<file path="src/rtl/aes_pkg.sv">
// Shared definitions for the iterative AES round sequencer.
package aes_pkg;

  localparam int AES_BLK_W = 128;
  localparam int RK_IDX_W  = 4;
  localparam int BLK_CNT_W = 16;

  typedef enum logic [1:0] {
    IDLE  = 2'd0,
    ROUND = 2'd1,
    DONE  = 2'd2
  } aes_fsm_e;

  // AES round count for a given key length in 32-bit words.
  function automatic int nr_for_nk(input int nk);
    return nk + 6;
  endfunction

endpackage

</file>
<file path="src/rtl/aes_iter_round_ctrl_if.sv">
// Block-in / ciphertext-out valid/ready streams of the AES round sequencer.
interface aes_iter_round_ctrl_if;
  import aes_pkg::*;

  logic                 in_valid;
  logic                 in_ready;
  logic [AES_BLK_W-1:0] in_data;
  logic                 out_valid;
  logic                 out_ready;
  logic [AES_BLK_W-1:0] out_data;

  modport master (
    output in_valid, in_data, out_ready,
    input  in_ready, out_valid, out_data
  );

  modport slave (
    input  in_valid, in_data, out_ready,
    output in_ready, out_valid, out_data
  );

endinterface

</file>
<file path="src/rtl/aes_iter_round_ctrl.sv">
// Sequencer for an iterative AES encryption core. One combinational round
// unit is reused for NR cycles; this block owns the state register, round
// counter and the round-key index into the external expanded-key store.
//
// state | meaning
// ------+------------------------------------------------------------
// IDLE  | ready for a plaintext block, rk_idx=0 for initial AddRoundKey
// ROUND | round unit active, rk_idx=round, last round when round==NR
// DONE  | ciphertext held on out_data until out_ready
module aes_iter_round_ctrl
  import aes_pkg::*;
#(
  parameter int NK = 8,
  parameter int NR = 14
) (
  input  logic                 clk,
  input  logic                 rst,
  aes_iter_round_ctrl_if.slave bus,
  output logic [RK_IDX_W-1:0]  rk_idx,
  input  logic [AES_BLK_W-1:0] rk_data,
  output logic [AES_BLK_W-1:0] rnd_state,
  output logic                 rnd_final,
  input  logic [AES_BLK_W-1:0] rnd_result,
  output logic                 busy,
  output logic [BLK_CNT_W-1:0] blk_cnt
);

  // Only legal AES key/round combinations; the 4-bit round counter relies on NR <= 14.
  if (NR != nr_for_nk(NK) || !(NK == 4 || NK == 6 || NK == 8)) begin : g_param_chk
    $error("aes_iter_round_ctrl: NK must be 4, 6 or 8 and NR must equal NK+6");
  end

  localparam logic [RK_IDX_W-1:0] NR_L = RK_IDX_W'(NR);

  aes_fsm_e               fsm_q, fsm_d;
  logic [RK_IDX_W-1:0]    round_q, round_d;
  logic [AES_BLK_W-1:0]   data_q, data_d;
  logic [BLK_CNT_W-1:0]   blk_cnt_q, blk_cnt_d;
  logic                   accept;
  logic                   out_hs;
  logic                   last_round;

  // Everything visible outside is decoded from registered state only.
  assign last_round    = (round_q == NR_L);
  assign bus.in_ready  = (fsm_q == IDLE);
  assign bus.out_valid = (fsm_q == DONE);
  assign bus.out_data  = data_q;
  assign busy          = (fsm_q == ROUND) || (fsm_q == DONE);
  assign rk_idx        = (fsm_q == ROUND) ? round_q : '0;
  assign rnd_final     = (fsm_q == ROUND) && last_round;
  assign rnd_state     = data_q;
  assign blk_cnt       = blk_cnt_q;

  // Next-state and round counter.
  always_comb begin
    fsm_d   = fsm_q;
    round_d = round_q;
    accept  = 1'b0;
    out_hs  = 1'b0;
    unique case (fsm_q)
      IDLE: begin
        if (bus.in_valid) begin
          accept  = 1'b1;
          round_d = RK_IDX_W'(1);
          fsm_d   = ROUND;
        end
      end
      ROUND: begin
        if (last_round) begin
          round_d = '0;
          fsm_d   = DONE;
        end else begin
          round_d = round_q + RK_IDX_W'(1);
        end
      end
      DONE: begin
        if (bus.out_ready) begin
          out_hs = 1'b1;
          fsm_d  = IDLE;
        end
      end
      default: begin
        fsm_d   = IDLE;
        round_d = '0;
      end
    endcase
  end

  // FSM and round counter registers.
  always_ff @(posedge clk) begin
    if (rst) begin
      fsm_q   <= IDLE;
      round_q <= '0;
    end else begin
      fsm_q   <= fsm_d;
      round_q <= round_d;
    end
  end

  // State register: initial AddRoundKey on accept, round unit output while iterating, held in DONE.
  always_comb begin
    data_d = data_q;
    if (accept) begin
      data_d = bus.in_data ^ rk_data;
    end else if (fsm_q == ROUND) begin
      data_d = rnd_result;
    end
  end

  // Cipher state register.
  always_ff @(posedge clk) begin
    if (rst) begin
      data_q <= '0;
    end else begin
      data_q <= data_d;
    end
  end

  // Completed-block counter, wraps naturally.
  always_comb begin
    blk_cnt_d = blk_cnt_q;
    if (out_hs) begin
      blk_cnt_d = blk_cnt_q + BLK_CNT_W'(1);
    end
  end

  // Completed-block counter register.
  always_ff @(posedge clk) begin
    if (rst) begin
      blk_cnt_q <= '0;
    end else begin
      blk_cnt_q <= blk_cnt_d;
    end
  end

endmodule

</file>
<file path="src/flat_wrapper.sv">
// flat-port wrapper written by rule: the top's interface ports become plain ports
module aes_iter_round_ctrl_flat import aes_pkg::*;
#(
  parameter int NK = 8,
  parameter int NR = 14
)
  (clk, rst, rk_idx, rk_data, rnd_state, rnd_final, rnd_result, busy, blk_cnt, bus_in_valid, bus_in_data, bus_out_ready, bus_in_ready, bus_out_valid, bus_out_data);
  aes_iter_round_ctrl_if bus_i ();
  input  logic clk;
  input  logic rst;
  output logic [RK_IDX_W-1:0] rk_idx;
  input  logic [AES_BLK_W-1:0] rk_data;
  output logic [AES_BLK_W-1:0] rnd_state;
  output logic rnd_final;
  input  logic [AES_BLK_W-1:0] rnd_result;
  output logic busy;
  output logic [BLK_CNT_W-1:0] blk_cnt;
  input wire logic [$bits(bus_i.in_valid)-1:0] bus_in_valid;
  input wire logic [$bits(bus_i.in_data)-1:0] bus_in_data;
  input wire logic [$bits(bus_i.out_ready)-1:0] bus_out_ready;
  output wire logic [$bits(bus_i.in_ready)-1:0] bus_in_ready;
  output wire logic [$bits(bus_i.out_valid)-1:0] bus_out_valid;
  output wire logic [$bits(bus_i.out_data)-1:0] bus_out_data;
  assign bus_i.in_valid = bus_in_valid;
  assign bus_i.in_data = bus_in_data;
  assign bus_i.out_ready = bus_out_ready;
  assign bus_in_ready = bus_i.in_ready;
  assign bus_out_valid = bus_i.out_valid;
  assign bus_out_data = bus_i.out_data;
  aes_iter_round_ctrl #(.NK(NK), .NR(NR)) u_core (.clk(clk), .rst(rst), .bus(bus_i), .rk_idx(rk_idx), .rk_data(rk_data), .rnd_state(rnd_state), .rnd_final(rnd_final), .rnd_result(rnd_result), .busy(busy), .blk_cnt(blk_cnt));
endmodule
</file>
<file path="config.mk">
export PLATFORM = sky130hd
export DESIGN_NAME = aes_iter_round_ctrl_flat
export DESIGN_NICKNAME = d
export VERILOG_FILES = /design/src/rtl/aes_pkg.sv /design/src/rtl/aes_iter_round_ctrl_if.sv /design/src/rtl/aes_iter_round_ctrl.sv /design/src/flat_wrapper.sv
export SDC_FILE = /design/constraint.sdc
export NUM_CORES = 1
export LEC_CHECK = 0
export ABC_CLOCK_PERIOD_IN_PS = 2260
export CAP_MARGIN = 20
export CORE_AREA = 3 3 257 259
export DETAILED_ROUTE_END_ITERATION = 8
export DIE_AREA = 0 0 260 262
export DONT_BUFFER_PORTS = 1
export SETUP_SLACK_MARGIN = 0.4
export SYNTH_ARGS = -nofsm -noshare
export SYNTH_HDL_FRONTEND = slang
export SYNTH_SLANG_ARGS = --single-unit
</file>
<file path="constraint.sdc">
create_clock -name clk -period 2.26 [get_ports clk]
set_input_delay 0.339 -clock clk [delete_from_list [all_inputs] [get_ports clk]]
set_output_delay 0.339 -clock clk [all_outputs]
set_load 0.02 [all_outputs]
</file>
==> summary.md, run 1 <==
| Metric | Value |
|---|---|
| Grt ovf | `0` |
| # fillers | `7,206` |
| Largest net degree at the start of global routing | `151` |
| Die W | `260 µm` |
| Max Clock Skew | `10.43 ps` |
| Leading area contributor after synthesis | `dfxtp_1` |
| Post-Syn Instances | `between 900 and 1,000` |
| Required @ worst endpoint | `1920 ps` |
| Pleak | `3.379 nW` |
| Avg Vias per Cell | `~3.9` |
| Share of layout cells above drive strength 1 | `0.1014` |
| Die area | `68,120 µm²` |
| Gpl congestion | `0.8129` |
| Commonest non-fill, non-tap cell in the layout | `dfxtp_1` |
| Slew HR | `0.5584` |
| Post-synthesis sequential area ratio | `0.3441` |
| Crit-path max FO | `5` |
| CP peak stage delay | `approximately 350 ps` |
| Area delta synth->final | `11.80%` |
| CTS buffer count | `17` |
| Slew @ Worst Pin | `661.5 ps` |
| Vias in the first global route | `6,140` |
| Setup crit start kind | `flop` |
| Commonest cells after routing, fill and taps aside | `dfxtp_1 (145), nor2_1 (140), a211oi_1 (130), mux2i_1 (129), xor2_1 (129)` |
| DRT iter0 DRCs | `between 300 and 400` |
| Hold_ws | `-34.70 ps` |
| Worst hold start | `rst` |
| Clock sinks | `150` |
| Number of setup violations in the final report | `0` |
| Synth Warn # | `0` |
| Synthesized cell area | `8726 µm²` |
| Crit. End Element | `output pin` |
| DRC Markers | `0` |
| Total power per unit cell area | `~910 nW/µm²` |
| Starting density of the core | `0.1361` |
| Final hold vios | `21` |
| Port bufs | `0` |
| Bufs and invs on worst path | `2` |
| Later-pin clock latency in the skew report | `around 460 ps` |
| Outcome | `complete, but fails checks` |
| RSZ-0062 raised after global routing | `true` |
| Synth top area cells | `dfxtp_1 (34%), mux2i_1 (15%), xor2_1 (13%)` |
| Hold Buf Count CTS | `3` |
| H-tree levels | `4` |
| Yosys cell types | `34` |
| I/O Pins | `between 600 and 700` |
| R2r startpoint | `u_core.fsm_q[1]` |
| CTS tree | `built` |
| VDD IR-drop max | `0.0004527 V` |
| Failing checks | `hold timing` |
| Place WS | `322.3 ps` |
| First-pass DRT Iterations | `5` |
| Final nets | `1,227` |
| Antenna violations before repair | `3` |
| Post-DRT Antenna Nets | `0` |
| DRT Wirelength | `30.78 mm` |
| Async S/R FF share, synth | `0` |
| Yosys top cell area share | `0.3441` |
| TNS Setup | `0 ps` |
| Root buf cell | `clkbuf_16` |
| Global-route wire length before repair | `38.61 mm` |
| Ys flop type | `dfxtp_1` |
| GRT Overall Usage | `0.07799` |
| Max-slew violation count | `0` |
| Critical path's slowest cell | `dfxtp_2` |
| Register bit count reported by yosys | `150` |
| Post-synth EDFFs | `0` |
| Clock-pin slew on the worst setup and hold paths | `60 ps` |
| Worst setup startpoint | `u_core.fsm_q[1]` |
| Delay-heaviest family, CP | `flip-flops` |
| HPWL after DPL | `22.05 mm` |
| PnR worst setup slack | `~480 ps` |
| Worst hold-check path type | `input port to flop` |
| Total number of placement rows | `93` |
| Vias | `6,585` |
| CP Class | `flop to output pin` |
| Non-Filler Instances | `around 1,700` |
| Synthesized area per cell | `9.033 µm²` |
| Drt wl/cell | `18.06 µm` |
| Core ar. | `around 64,000 µm²` |
| Maxcap violations | `0` |
| Final Cycle Share | `0.7861` |
| Die Y | `262 µm` |
| Bufs on Longest Clock Path | `2` |
| R2R Setup Slk | `around 500 ps` |
| Maximum clock rate | `562.9 MHz` |
| Synth Net Count | `around 1,400` |
| CP arrival | `approximately 1400 ps` |
| CP Cell Sequence | `inv_1 -> ha_4 -> buf_4 -> and2_2` |
| # placed instances | `roughly 1,700` |
| Minimum clock period | `1777 ps` |
[cells in the mapped netlist, types with 2 or more instances]
cell type	number
buf_2	14
dfxtp_1	150
or4_1	2
nand2_1	13
a21oi_1	12
o21ai_0	9
inv_1	10
nor4_1	5
buf_1	3
nor2b_1	2
and2_1	3
xnor2_1	9
ha_1	4
mux2i_1	129
nor2_1	142
clkbuf_1	46
a211oi_1	130
nand4_1	2
xor2_1	129
buf_4	128
nand3_1	5
nor3_1	3
or3_1	5
[stage by stage]
| stage | utilization | total power [mW] | cell area, µm² |
|---|---|---|---|
| after global placement | 0.1378 | 5.718 | 8836 |
| final | 0.1522 | 8.918 | 9756 |
| after CTS | 0.1486 | 8.971 | 9527 |
| after global routing | 0.1522 | 9.398 | 9756 |
| after floorplan | - | 5.766 | 8726 |
| after detailed placement | 0.1378 | 5.777 | 8836 |
[flip-flops by register name (all words and copies together) (netlist names)]
register	count
u_core.blk_cnt	16
u_core.round_q	4
u_core.fsm_q	2
u_core.bus.out_data	128
[worst register-to-register path, delay by kind of cell (launching register included)]
| kind | cells | cell delay [ps] |
|---|---|---|
| AND/OR/NAND/NOR | 3 | 920 |
| flip-flops | 1 | 350 |
| adder cells (fa/ha/maj) | 1 | 220 |
| AO/OA/AOI/OAI | 1 | 140 |
| buffers and inverters | 1 | 80 |
[power by group]
part	switching [mW]	leakage, nW	internal [mW]
clock	1.24	0.292	1.77
sequential	1.24	1.24	2.98
combinational	0.887	1.84	0.797
[worst paths after layout]
| path | to | cells past startpoint |
|---|---|---|
| max | rk_idx[3] | 4 |
| min | u_core.bus.out_data[112] | 1 |
| max reg2reg | u_core.round_q[3] | 6 |
| min reg2reg | u_core.fsm_q[0] | 2 |
[final cells by class]
type                            instances  area (µm²)  area share
Inverter                               10       37.54    0.003848
Antenna cell                            1       2.502   0.0002565
Clock buffer                           21       450.4     0.04617
Tap cell                              855        1070      0.1097
Timing Repair Buffer                   41       495.5     0.05079
Multi-Input combinational cell        615        4541      0.4654
Clock inverter                         11       147.6     0.01513
Sequential cell                       150        3012      0.3087
[what timing repair did]
action / CTS / global route
hold endpoints to repair: 150 / 95
endpoints found under the setup margin: 60 / 116
buffers inserted: 6 / 4
resized for setup: 5 / 17
gates cloned: 0 / 5
pin swaps: 0 / 3
[routing by layer]
layer,wire length (µm),share of wire,up-vias,global-route usage
met5,9,0.00029,-,0
met4,1188,0.039,2,0.05388
met3,2449,0.080,48,0.02862
met2,14660,0.48,427,0.1222
met1,12470,0.41,3160,0.08833
li1,-,-,2948,-
[logic make-up (layout without fill, tap and decap cells)]
kind of cell / after synthesis / after routing / synth area share
AOI/OAI and AO/OA: 154 / 154 / 0.1265
xor gates and xnor gates: 138 / 138 / 0.1385
adders and majority gates: 4 / 4 / 0.005736
buffers and inverters: 201 / 83 / 0.1435
DFF: 150 / 150 / 0.3441
muxes: 129 / 129 / 0.1480
other: 0 / 1 / 0
and+or+nand+nor: 190 / 190 / 0.09363
Power figures use the tool's default switching activity.
==> inputs of run 2 (changes only) <==
- ABC_CLOCK_PERIOD_IN_PS: 2260 -> 1800
- clock period: 2.26 -> 1.8 ns (I/O delays scaled with it)
==> run 2 against run 1 <==
- sequential cell count stayed put
- register-to-register slack worse by 430 ps
- sequential share of layout area is 3.0 points lower
- first-iteration DRC count is 35% higher
- global-route usage is 3.2 points higher
- the flow still finishes with violations (hold timing)
- total power is 37% higher
- sequential power is 11% higher
- die area stayed put
- via count is 6.9% higher
==> summary.md, run 2 (synthesis results as in run 1) <==
| Metric | Value |
|---|---|
| Max-slew violation count | `0 (unchanged)` |
| RSZ-0062 raised after global routing | `true` |
| Die W | `260 µm (unchanged)` |
| Vias | `7,042 (+6.9%)` |
| Port bufs | `0 (unchanged)` |
| Vias in the first global route | `6,929 (+13%)` |
| Area occupied by multi-input gates | `4651 µm² (+2.4%)` |
| Fin area | `10,850 µm² (+11%)` |
| Total number of placement rows | `93 (unchanged)` |
| P_sw | `4.777 mW (+42%)` |
| Largest net degree at the start of global routing | `151 (unchanged)` |
| Maximum clock rate | `575.8 MHz` |
| # fillers | `7,123 (-1.2%)` |
| Outcome | `complete, but fails checks` |
| Antenna violations before repair | `6 (+3)` |
| Root buf cell | `clkbuf_16` |
| Final Cycle Share | `0.9649` |
| Gpl congestion | `0.8234 (+1.3%)` |
| First-pass DRT Iterations | `4 (-1)` |
| CP Class | `flop to flop` |
| Later-pin clock latency in the skew report | `470 ps (about the same)` |
| Max reg flops | `128 (unchanged)` |
| Die area | `68,120 µm² (unchanged)` |
| Register share of total power | `0.385 (-0.088)` |
| Worst hold-check path type | `input port to flop` |
| Register area | `3024 µm² (+0.42%)` |
| VDD IR-drop max | `0.0005643 V (+25%)` |
| Post-DRT Antenna Nets | `0 (unchanged)` |
| Core ar. | `64,120 µm² (unchanged)` |
| DRT iter0 DRCs | `478 (+35%)` |
| Starting density of the core | `0.1361 (unchanged)` |
| Number of setup violations in the final report | `0 (unchanged)` |
| Total power | `12.21 mW (+37%)` |
| Crit. End Element | `flop` |
| CP arrival | `2110 ps (+670 ps)` |
| I/O Pins | `668 (unchanged)` |
| Grt ovf | `0 (unchanged)` |
| Share of layout cells above drive strength 1 | `0.2336 (+0.1322)` |
| Clock power frac | `0.318 (-0.020)` |
| CTS tree | `built` |
| Final hold vios | `64 (+200%)` |
| Required @ worst endpoint | `2170 ps (+250 ps)` |
| Combinational fraction of design power | `0.297 (+0.108)` |
| DRT Wirelength | `42.60 mm (+38%)` |
| Avg Vias per Cell | `3.873 (+0.23%)` |
| Sw Ratio | `0.3911 (+0.01329)` |
| Internal | `7.436 mW (+34%)` |
| GRT Overall Usage | `0.1103 (+0.03235)` |
| Setup crit start kind | `flop` |
| Bufs on Longest Clock Path | `2 (unchanged)` |
| PnR worst setup slack | `63.19 ps (-420.2 ps)` |
| Hold_ws | `-116.3 ps (-81.55 ps)` |
| Drt wl/cell | `23.43 µm (+30%)` |
| Global-route wire length before repair | `51.61 mm (+34%)` |
| Pleak | `4.026 nW (+19%)` |
| Post-route met1 wirelength | `15.04 mm (+21%)` |
| Max layer used | `met5` |
| HPWL after DPL | `32.38 mm (+47%)` |
| Place WS | `48.37 ps (-274.0 ps)` |
| Failing checks | `hold timing` |
| H-tree levels | `4 (unchanged)` |
| CTS buffer count | `17 (unchanged)` |
| Commonest non-fill, non-tap cell in the layout | `dfxtp_1` |
| Final nets | `1,338 (+9.0%)` |
| Minimum clock period | `~1700 ps` |
| Met3 Wirelength | `4.432 mm (+81%)` |
| TNS Setup | `0 ps (unchanged)` |
| DRC Markers | `0 (unchanged)` |
| Die Y | `262 µm (unchanged)` |
| Total power per unit cell area | `1125 nW/µm² (+23%)` |
| Clock sinks | `150 (unchanged)` |
| Slew @ Worst Pin | `584.2 ps (-77.27 ps)` |
| Met2 Wirelength | `21.33 mm (+46%)` |
| Clock-pin slew on the worst setup and hold paths | `70 ps (about the same)` |
| Max Clock Skew | `15.15 ps (+4.717 ps)` |
| Commonest cells after routing, fill and taps aside | `dfxtp_1 (141), nor2_1 (140), buf_4 (132), xor2_1 (129), mux2i_1 (126)` |
| Maxcap violations | `0 (unchanged)` |
| Placed cell area | `9747 µm² (+10%)` |
| Crit-path max FO | `63 (+58)` |
| Slew HR | `0.6105 (+0.05211)` |
| Area delta synth->final | `24.36%` |
-- run 2: cell count changes in the layout (fill, tap and decap cells not counted), sizes merged --
cell | before | now
buf | 33 | 146
clkbuf | 26 | 22
diode | 1 | 4
dlygate4sd3 | 3 | 0
inv | 12 | 14
bufbuf | 0 | 1
clkinv | 5 | 6
clkinvlp | 1 | 2
-- run 2: final cells by class --
type,count,area share
Inverter,10,0.004266
Clock inverter,15,0.01614
Clock buffer,17,0.03920
Multi-Input combinational cell,615,0.4286
Sequential cell,150,0.2787
Timing Repair Buffer,152,0.1336
Antenna cell,4,0.0009224
Tap cell,855,0.09858
-- run 2: power by group through the flow --
stage | Sequential (mW) | Combinational (mW) | Clock, mW
final | 4.70 | 3.63 | 3.88
after global routing | 4.76 | 3.91 | 4.17
after CTS | 4.70 | 3.48 | 4.09
after detailed placement | 4.77 | 3.34 | 0
after global placement | 4.77 | 3.27 | 0
after floorplan | 4.59 | 2.75 | 0
-- run 2: final timing paths --
check / start / to / slack, ps / cells after the start
hold reg to reg: u_core.round_q[2] / u_core.round_q[2] / 520 / 2
setup reg to reg: u_core.fsm_q[1] / u_core.bus.out_data[37] / 60 / 6
setup / recovery: u_core.fsm_q[1] / u_core.bus.out_data[37] / 60 / 6
hold / removal: rst / u_core.blk_cnt[1] / -120 / 1
-- run 2: worst max-delay path: stages, from the launching register on --
cell and delay (ps):
dfxtp_4 360, inv_4 60, ha_4 140, buf_4 180, buf_16 280, mux2i_1 160
a211oi_1 260
-- run 2: repair_timing --
action | CTS | global route
endpoints found under the hold margin | 150 | 150
cloned | 2 | 6
resized for setup | 21 | 20
buffers inserted | 14 | 3
pin swaps | 15 | 7
setup endpoints to repair | 199 | 238
-- run 2: through the flow --
| stage | utilization | std cells | hold WS, ps |
|---|---|---|---|
| after detailed placement | 0.1520 | 1757 | 346.7 |
| after CTS | 0.1651 | 1805 | -187.5 |
| final | 0.1693 | 1818 | -116.3 |
| after global routing | 0.1693 | 1818 | -173.4 |
| after floorplan | - | 966 | 419.7 |
| after global placement | 0.1520 | 1757 | 343.7 |
-- run 2: layer usage --
| layer | vias to the layer above | global-route usage |
|---|---|---|
| met5 | - | 0 |
| met4 | 4 | 0.06244 |
| met3 | 72 | 0.05050 |
| met2 | 491 | 0.1902 |
| met1 | 3306 | 0.1103 |
| li1 | 3169 | - |
==> inputs of run 3 (changes only) <==
- SETUP_SLACK_MARGIN: 0.4 -> 0.1
==> run 3 against run 2 <==
- the flow still finishes with violations (hold timing)
- largest power group unchanged
- worst setup slack gained 36 ps
- utilization shrank 0.40 points
- first-iteration DRC count shrank 34%
- global-route usage shrank 2.4 points
- cell area shrank 2.4%
==> summary.md, run 3 (synthesis results as in run 1) <==
| Metric | Value |
|---|---|
| Crit-path max FO | `5 (-92%)` |
| Die area | `68,120 µm² (unchanged)` |
| Slew HR | `0.6440 (+0.03351)` |
| Clock sinks | `150 (unchanged)` |
| Final hold vios | `81 (+27%)` |
| Port bufs | `0 (unchanged)` |
| CP Class | `flop to flop` |
| Setup crit start kind | `flop` |
| Slew @ Worst Pin | `533.2 ps (-51.00 ps)` |
| Outcome | `complete, but fails checks` |
| Placed cell area | `9427 µm² (-3.3%)` |
| Largest net degree at the start of global routing | `151 (unchanged)` |
| I/O Pins | `668 (unchanged)` |
| GR peak layer | `met2` |
| CP Cell Sequence | `inv_2 -> ha_4 -> nand4_2 -> or3_4 -> or4_1 -> a21oi_2` |
| DRC Markers | `0 (unchanged)` |
| Global-route wire length before repair | `42.35 mm (-18%)` |
| Number of setup violations in the final report | `0 (unchanged)` |
| Fin area | `10,590 µm² (-2.4%)` |
| Clock-pin slew on the worst setup and hold paths | `70 ps (about the same)` |
| Gpl congestion | `0.8288 (+0.66%)` |
| Clock power frac | `0.350 (+0.032)` |
| Non-Filler Instances | `1,775 (-2.4%)` |
| HPWL after DPL | `24.57 mm (-24%)` |
| Hold Buf Count CTS | `3` |
| # placed instances | `1,718 (-2.2%)` |
| Antenna violations before repair | `5 (-1)` |
| H-tree levels | `4 (unchanged)` |
| Sw Ratio | `0.3637 (-0.02744)` |
| CP arrival | `2100 ps (about the same)` |
| Pleak | `3.802 nW (-5.6%)` |
| Max Clock Skew | `20.30 ps (+5.151 ps)` |
| Die Y | `262 µm (unchanged)` |
| Register share of total power | `0.409 (+0.024)` |
| Maximum clock rate | `588.0 MHz (+2.1%)` |
| Root buf cell | `clkbuf_16` |
| Internal | `7.743 mW (+4.1%)` |
| P_sw | `4.426 mW (-7.3%)` |
| Vias | `6,772 (-3.8%)` |
| Share of layout cells above drive strength 1 | `0.1998 (-0.03379)` |
| Area delta synth->final | `21.39%` |
| Place WS | `29.52 ps (-18.86 ps)` |
| Starting density of the core | `0.1361 (unchanged)` |
| Total power | `12.17 mW (-0.36%)` |
| Total number of placement rows | `93 (unchanged)` |
| Vias in the first global route | `6,592 (-4.9%)` |
| Max-slew violation count | `0 (unchanged)` |
| Minimum clock period | `1701 ps (-36.24 ps)` |
| CP peak stage delay | `420 ps (+60 ps)` |
| First-pass DRT Iterations | `4 (unchanged)` |
| Crit. End Element | `flop` |
| Die W | `260 µm (unchanged)` |
| Failing checks | `hold timing` |
| Grt ovf | `0 (unchanged)` |
| GRT Overall Usage | `0.08592 (-0.02441)` |
| Core ar. | `64,120 µm² (unchanged)` |
| Commonest cells after routing, fill and taps aside | `dfxtp_1 (142), nor2_1 (140), xor2_1 (129), mux2i_1 (121), a211oi_1 (121)` |
| CTS buffer count | `17 (unchanged)` |
| Bufs on Longest Clock Path | `2 (unchanged)` |
| Maxcap violations | `0 (unchanged)` |
| Required @ worst endpoint | `2200 ps (+30 ps)` |
| # fillers | `7,175 (+0.73%)` |
| Met3 GRT Util | `0.03700 (-0.01349)` |
| DRT iter0 DRCs | `314 (-34%)` |
| Commonest non-fill, non-tap cell in the layout | `dfxtp_1` |
| Final nets | `1,297 (-3.1%)` |
| Hold_ws | `-128.2 ps (-11.96 ps)` |
| VDD IR-drop max | `0.0006179 V (+9.5%)` |
| Fin util | `0.1652 (-0.004039)` |
| Final Cycle Share | `0.9448 (-0.02014)` |
| DRT Wirelength | `33.43 mm (-22%)` |
| Total power per unit cell area | `1149 nW/µm² (+2.1%)` |
| Combinational fraction of design power | `0.242 (-0.055)` |
| Later-pin clock latency in the skew report | `490 ps (+20 ps)` |
| TNS Setup | `0 ps (unchanged)` |
| Drt wl/cell | `18.83 µm (-20%)` |
| Post-DRT Antenna Nets | `0 (unchanged)` |
| Worst hold-check path type | `input port to flop` |
| GR Util met2 | `0.1314 (-0.05887)` |
| Met1 Track Usage GR | `0.09611 (-0.01416)` |
| PnR worst setup slack | `99.43 ps (+36.24 ps)` |
| Max reg flops | `128 (unchanged)` |
| Critical path's slowest cell | `or4_1` |
| Avg Vias per Cell | `3.815 (-1.5%)` |
| CTS tree | `built` |
| RSZ-0062 raised after global routing | `true` |
[run 3: cell count changes in the layout (fill, tap and decap cells not counted), sizes merged]
cell         previous run  this run
buf                   146       102
clkinv                  6         2
bufinv                  3         6
clkbuf                 22        25
dlygate4sd3             0         3
inv                    14        12
bufbuf                  1         0
clkinvlp                2         1
[run 3: power groups by stage]
stage               clock network (mW)  registers (mW)  logic, mW
global route                      4.57            5.03       3.19
CTS                               4.47            4.97       2.57
finish                            4.26            4.97       2.94
floorplan                            0            4.59       2.66
detailed placement                   0            5.03       2.54
global placement                     0            5.03       2.46
[run 3: cell type report]
cell class	count	area, µm²	area share
clock buffer	19	442.9	0.04181
timing repair buffer	111	1156	0.1091
tap	855	1070	0.1010
clock inverter	11	222.7	0.02103
sequential	150	3018	0.2849
inverter	10	45.04	0.004252
multi-input combinational	615	4628	0.4369
antenna	4	10.01	0.0009450
[run 3: per-layer routing]
layer | share of wire | routed length [µm]
met5 | 0 | 0
met4 | 0.048 | 1589
met3 | 0.088 | 2957
met2 | 0.47 | 15660
met1 | 0.40 | 13230
[run 3: repair_timing]
| action | 4_1_cts | 5_1_grt |
|---|---|---|
| cloned | 0 | 8 |
| buffers inserted | 2 | 10 |
| gates resized for setup | 21 | 33 |
| setup endpoints to repair | 8 | 126 |
| endpoints found under the hold margin | 150 | 147 |
| pin swaps | 2 | 16 |
[run 3: final timing paths]
check               startpoint                 endpoint  slack (ps)  depth (start not counted)
max            u_core.fsm_q[0]       u_core.blk_cnt[15]         100                          6
max reg2reg    u_core.fsm_q[0]       u_core.blk_cnt[15]         100                          6
min                        rst  u_core.bus.out_data[19]        -130                          1
min reg2reg  u_core.round_q[1]        u_core.round_q[1]         510                          2
[run 3: worst max-delay path: cells and delay by family, from the launching register on]
| kind | cells | cell delay [ps] |
|---|---|---|
| simple gates | 3 | 890 |
| flops | 1 | 330 |
| fa+ha+maj | 1 | 160 |
| compound gates | 1 | 150 |
| buf+inv | 1 | 100 |
